$ cat config.mk
export PLATFORM = sky130hd
export DESIGN_NAME = display_arbiter
export DESIGN_NICKNAME = d
export VERILOG_FILES = /design/src/rtl/display_pkg.sv /design/src/rtl/dwell_timer.sv /design/src/rtl/display_arbiter.sv
export SDC_FILE = /design/constraint.sdc
export NUM_CORES = 1
export LEC_CHECK = 0
export ABC_CLOCK_PERIOD_IN_PS = 5200
export CORE_AREA = 2 2 95 97
export DETAILED_ROUTE_END_ITERATION = 7
export DIE_AREA = 0 0 97 99
export HOLD_SLACK_MARGIN = 0.12
export PLACE_DENSITY = 0.91
export SLEW_MARGIN = 25
export SYNTH_ARGS = -nofsm -noshare
export SYNTH_HDL_FRONTEND = slang
export SYNTH_SLANG_ARGS = --single-unit
$ cat constraint.sdc
create_clock -name clk -period 5.2 [get_ports clk]
set_input_delay 1.04 -clock clk [delete_from_list [all_inputs] [get_ports clk]]
set_output_delay 1.04 -clock clk [all_outputs]
set_load 0.005 [all_outputs]
$ cat src/rtl/display_pkg.sv
// Shared types and sizes for the two-client seven-segment display arbiter.
package display_pkg;

  localparam int NUM_CLIENTS = 2;
  localparam int NUM_DIGITS  = 8;

  typedef enum logic [1:0] {
    IDLE,
    SHOW,
    HANDOFF
  } state_t;

  function automatic logic [NUM_CLIENTS-1:0] onehot(input logic c);
    return c ? 2'b10 : 2'b01;
  endfunction

endpackage

$ cat src/rtl/dwell_timer.sv
// Minimum-dwell counter: cleared on a new grant, saturates at DWELL-1.
module dwell_timer #(
  parameter int DWELL = 50_000_000,
  parameter int CW    = $clog2(DWELL) + 1
) (
  input  logic clk,
  input  logic rst,
  input  logic clr,
  input  logic en,
  output logic expired
);

  localparam logic [CW-1:0] LAST = CW'(DWELL - 1);

  logic [CW-1:0] cnt;

  always_ff @(posedge clk or posedge rst) begin
    if (rst)
      cnt <= '0;
    else if (clr)
      cnt <= '0;
    else if (en && cnt != LAST)
      cnt <= cnt + CW'(1);
  end

  assign expired = (cnt == LAST);

endmodule

$ cat src/rtl/display_arbiter.sv
// Round-robin arbiter sharing one seven-segment controller
// between two clients, with a guaranteed minimum dwell per grant.
module display_arbiter
  import display_pkg::*;
#(
  parameter int DWELL = 50_000_000,
  parameter int CW    = $clog2(DWELL) + 1
) (
  input  logic                    clk,
  input  logic                    rst,
  input  logic [NUM_CLIENTS-1:0]  req,
  input  logic [4*NUM_DIGITS-1:0] data0,
  input  logic [4*NUM_DIGITS-1:0] data1,
  input  logic [NUM_DIGITS-1:0]   digits0,
  input  logic [NUM_DIGITS-1:0]   digits1,
  input  logic [NUM_DIGITS-1:0]   points0,
  input  logic [NUM_DIGITS-1:0]   points1,
  output logic [NUM_CLIENTS-1:0]  grant,
  output logic [4*NUM_DIGITS-1:0] disp_data,
  output logic [NUM_DIGITS-1:0]   disp_digits,
  output logic [NUM_DIGITS-1:0]   disp_points,
  output logic                    busy
);

  state_t state;
  logic   owner;
  logic   last;
  logic   expired;
  logic   start;
  logic   win;
  logic   own_req;
  logic   other_req;

  logic [4*NUM_DIGITS-1:0] sel_data;
  logic [NUM_DIGITS-1:0]   sel_digits;
  logic [NUM_DIGITS-1:0]   sel_points;

  always_comb begin
    own_req    = req[owner];
    other_req  = req[~owner];
    sel_data   = owner ? data1   : data0;
    sel_digits = owner ? digits1 : digits0;
    sel_points = owner ? points1 : points0;
    start      = 1'b0;
    win        = owner;
    unique case (state)
      IDLE: begin
        start = |req;
        win   = &req ? ~last : req[1];
      end
      // The waiting client has priority; the old owner only keeps
      // the display if the other side gave up during the gap.
      HANDOFF: begin
        start = |req;
        win   = other_req ? ~owner : owner;
      end
      default: ;
    endcase
  end

  dwell_timer #(
    .DWELL (DWELL),
    .CW    (CW)
  ) u_timer (
    .clk     (clk),
    .rst     (rst),
    .clr     (start),
    .en      (state == SHOW),
    .expired (expired)
  );

  always_ff @(posedge clk or posedge rst) begin
    if (rst) begin
      state       <= IDLE;
      owner       <= 1'b0;
      last        <= 1'b1;
      grant       <= '0;
      disp_data   <= '0;
      disp_digits <= '0;
      disp_points <= '0;
    end else begin
      unique case (state)
        IDLE, HANDOFF: begin
          if (start) begin
            state <= SHOW;
            owner <= win;
            last  <= win;
            grant <= onehot(win);
          end else begin
            state       <= IDLE;
            disp_digits <= '0;
          end
        end
        SHOW: begin
          disp_data   <= sel_data;
          disp_points <= sel_points;
          disp_digits <= sel_digits;
          if (expired) begin
            if (other_req) begin
              state <= HANDOFF;
              grant <= '0;
            end else if (!own_req) begin
              state       <= IDLE;
              grant       <= '0;
              disp_digits <= '0;
            end
          end
        end
        default: state <= IDLE;
      endcase
    end
  end

  assign busy = (state != IDLE);

endmodule

After elaboration in Yosys (flattened, before gate mapping)
Index checks and enable logic that the tools add are counted.

cells by class
  equal/unequal tests = 8
  $lt $le $gt $ge = 2
  reduce and logical (&&, ||, !) cells = 12
  mux-type cells = 28
  bitwise logic cells = 2
  $add $sub $neg = 1

operators by type and width
  cell                                                      count
  2-to-1 mux 27 bit                                         2
  2-to-1 mux 8 bit                                          6
  2-to-1 mux 32 bit                                         1
  adder 27 x 1 -> 27 bit (second input constant)            1
  equality test 27 x 26 -> 1 bit (second input constant)    1
  inequality test 27 x 26 -> 1 bit (second input constant)  1
  case mux 8 bit (2 select lines)                           1
  2-to-1 mux 2 bit                                          7
  2-to-1 mux 1 bit                                          8
  case mux 2 bit (2 select lines)                           2
  AND reduction 2 bit                                       4
  nonzero test 2 bit                                        3
  < comparator 1 x 2 -> 1 bit (second input constant)       2
  inequality test 2 bit (second input constant)             2
  AND reduction 4 bit                                       1
  OR reduction 2 bit                                        2
  inequality test 3 bit (second input constant)             1
  equality test 2 x 1 -> 1 bit (second input constant)      1
  equality test 2 bit (second input constant)               1
  logical NOT 2 bit                                         1
  inequality test 2 x 1 -> 1 bit (second input constant)    1
  inverter 1 bit                                            2
  case mux 1 bit (2 select lines)                           1
  logical AND 1 bit                                         1

storage, ports and cells
  bits in registers = 81
  word-level logic and storage cells = 61
  input bits = 100

Depth between registers and ports, before layout
  word-level depth = 8
  depth in mapped cells = 7
  depth with buffers taken out = 6

Modules after synthesis
Synthesis repeated with hierarchy kept, for this count alone.

unflattened totals
  cells, all modules = 399
  area total of the unflattened synthesis = 4,058.9 um^2

by module, submodules not included
  module           times used  sequential area each (um^2)  cells an instance  area an instance (um^2)
  display_arbiter  1           1,352.5                      247                2,568.7
  dwell_timer      1           675.6                        152                1,490.2

Least setup slack after synthesis
Ideal clock, no wire load.

  kind = register to register
  start point = reg u_timer.cnt[0]
  end point = reg disp_digits[7]
  data required time = 5.078 ns
  period minus slack after synthesis = 2.115 ns
  cell stages (with the launch flop) = 8
  setup slack = 3.085 ns
  data arrival time = 1.993 ns
  path through = dfrtp_1 -> ha_1 -> nand4_1 -> nor4_4 -> nand4_2 -> or4_1 -> buf_2 -> a32o_1

between the ends
  cells in the longest elaborated chain, start to end = 3

ends and longest elaborated chain
  what                             line                   text
  start, declared                  dwell_timer.sv:15      logic [CW-1:0] cnt;
  start signal, assigned           dwell_timer.sv:23      cnt <= cnt + CW'(1);
  equality test 27 x 26 -> 1 bit   dwell_timer.sv:26      assign expired = (cnt == LAST);
  2-to-1 mux 8 bit                 display_arbiter.sv:98  if (expired) begin
  case mux 8 bit (2 select lines)  display_arbiter.sv:82  unique case (state)
  end signal, assigned             display_arbiter.sv:97  disp_digits <= sel_digits;
  end, declared                    display_arbiter.sv:20  output logic [NUM_DIGITS-1:0] disp_digits,

Every way passes these cells.
A chain may end at the register's enable or synchronous reset.

Final worst setup path
  start point = reg state[0]
  end point = out busy

between the ends
  cells in the longest elaborated chain, start to end = 1

ends and longest elaborated chain
  what                    line                    text
  start, declared         display_arbiter.sv:25   state_t state;
  start signal, assigned  display_arbiter.sv:74   state <= IDLE;
  start signal, assigned  display_arbiter.sv:85   state <= SHOW;
  start signal, assigned  display_arbiter.sv:90   state <= IDLE;
  nonzero test 2 bit      display_arbiter.sv:114  assign busy = (state != IDLE);
  end, declared           display_arbiter.sv:22   output logic busy

Every way passes these cells.

==> out/metrics.cfg <==
[synth]
ys_ff_latch = 81
synth_edf_count = 0
syn_area_um2 = 3910
netlist-cell-type-count = 39
syn_nets = 481
ys.flop_type = dfrtp_1
yosys_warnings = 0
synthCells = 380
syn_area_per_cell_um2 = 10.3
async_reset_ff_share_pct = 100
yosysSeqAreaShare_pct = 51.9

[final_layout]
n_fill_cell = 669
layout-drive-gt1-share_pct = 7.41
diodes = 0
nets = 622
syn_to_final_growth_pct = 44.7
fin_util_pct = 66.1

[placed_design]
port_buffers = 150
place_congestion = 0.833
dpl.hpwl_um = 7860
dp_slack_ns = 2.36

[sta]
fmax_mhz = 376
slew_headroom_pct = 30.9
report.final.hold_viol_count = 0
finalMaxSlewViolations = 0
timing.final.crit_share_pct = 51.2
worst_slew_pin_slew_ns = 1.03
tns_ns = 0
setup_ws_ns = 2.54
clock_skew_ns = 0.0118
min_period_ns = 2.66
setup_viol = 0
rsz0062_at_grt = no

[clock_tree]
clock_latency_ns = 0.35
cts_tree = done
htreeDepth = 3
cts_root_buffer = clkbuf_8
post_cts_resized = 0
cts_buffer_depth = 2
post_cts_buffers = 0
cts_num_sinks = 81
cts-buffers-inserted = 9
clk_pin_slew_ns = 0.09
hold_buffers = 0

[setup_path]
rrSetupSlack_ns = 2.68
worstPathRequired_ns = 4.16
critPathArrivalTime_ns = 1.62
end_kind = output pin
critical_path_class = register to output pin
cp_max_fo = 7
critPathLaunchType = register

[route]
wl_per_cell_um = 16.5
dr.pass1.iters = 4
ant_nets = 0
drt_iter0_markers = 170
drc = 0
viasPerCell = 5.34
wirelength_um = 10500
via_count = 3383

[floorplanning]
core-area_um2 = 8550
fp.dieH_um = 99
die-area_um2 = 9600
die_w_um = 97
num_io_pins = 151
initial_core_util_pct = 45.7
rows = 34

[power_and_ir_drop]
ir_drop_uv = 218
p_leak_nw = 2.35
powerDensity_nw_per_um2 = 387

[outcome]
status = finished clean

[worst_hold_path]
hold_class = register to register

[global_route]
grt_start_max_net_pins = 84
antenna_found_initial = 0
grt_pass1_vias = 3414
grt_pass1_wl_um = 17300
gr-total-overflow = 0
grtUsageTotal_pct = 22.4

[run]
maxCapViolCount = 0

## worst paths after layout
check | startpoint | endpoint | cells past startpoint
min reg2reg | last | last | 2
min | last | last | 2
max in group asynchronous | rst | last | 3
max reg2reg | u_timer.cnt[0] | disp_digits[7] | 6
max | state[0] | busy | 2
min in group asynchronous | rst | disp_data[3] | 2
## flip-flops by register name, summed over array words and instances (netlist names)
name,count
last,1
disp_data,32
u_timer.cnt,27
grant,2
owner,1
disp_digits,8
disp_points,8
state,2
## critical path, stage by stage (launching register included)
cell,delay [ns]
dfrtp_1,0.46
or2_2,0.32
clkdlybuf4s50_1,0.49
## synthesized netlist by cell type, types with 7 or more instances
cell / instances / share of area (%)
nand2_1: 62 / 6.0
o21ai_0: 48 / 6.1
nor2_1: 23 / 2.2
dfrtp_1: 80 / 51
and3_1: 7 / 1.1
nand4_1: 11 / 1.8
mux2_2: 9 / 2.6
clkbuf_1: 14 / 1.3
mux2i_1: 45 / 12
nand3_1: 12 / 1.5
a32o_1: 8 / 2.1
xor2_1: 15 / 3.4
## cell usage in the layout (no fill, tap or decap), types with 2 or more instances in the layout
| master | instances |
|---|---|
| and3_1 | 7 |
| and4_1 | 5 |
| nor2b_1 | 2 |
| nand3b_1 | 2 |
| nand4_1 | 11 |
| nand3_1 | 12 |
| or2_2 | 2 |
| nor3_1 | 2 |
| dfrtp_1 | 79 |
| nand2_1 | 62 |
| clkinvlp_4 | 2 |
| buf_4 | 3 |
| clkbuf_1 | 2 |
| clkdlybuf4s50_1 | 150 |
| mux2_2 | 9 |
| o21ai_0 | 48 |
| clkinv_4 | 2 |
| clkbuf_8 | 9 |
| xor2_1 | 15 |
| mux2i_1 | 45 |
| nor2_1 | 22 |
| a31oi_1 | 2 |
| a32o_1 | 8 |
| or4_1 | 2 |
## cell type report
type	count	area [um2]	area share [%]
clock buffers	11	131	2.32
clock inverters	5	41.3	0.730
inverters	2	8.76	0.155
multi-input cells	274	1780	31.6
flip-flops and latches	81	2030	35.9
well taps	108	135	2.39
repair buffers	153	1520	27.0
## cell families (layout without fill, tap and decap cells)
logic type      Yosys count  in the layout  share of synthesized area, %
simple gates            141            141                          18.3
flops                    81             81                          51.9
compound gates           62             62                          9.26
mux                      54             54                          14.1
buf+inv                  25            171                          2.53
xor+xnor                 16             16                          3.59
fa+ha+maj                 1              1                         0.320
## where the power goes
part	leakage, nW	internal, mW	switching (mW)
registers	0.998	0.808	0.134
logic	1.27	0.501	0.340
clock network	0.0801	0.177	0.230
## metal layers
layer	vias to the layer above	GRT usage [%]	wire length [um]
li1	1630	-	-
met1	1610	27.3	4200
met2	129	39.0	5380
met3	14	6.60	751
met4	0	6.28	150
met5	-	0	0
## through the flow
stage                     hold WS [ns]  cell area [um2]  std cells  power, mW
after floorplan                  0.438             3910        380       1.33
after global placement           0.446             5480        618       1.76
after detailed placement         0.456             5480        618       1.80
after CTS                        0.470             5650        634       2.21
after global routing             0.490             5650        634       2.32
final                            0.469             5650        634       2.19
Note: power is estimated with default switching activity, not from simulation.
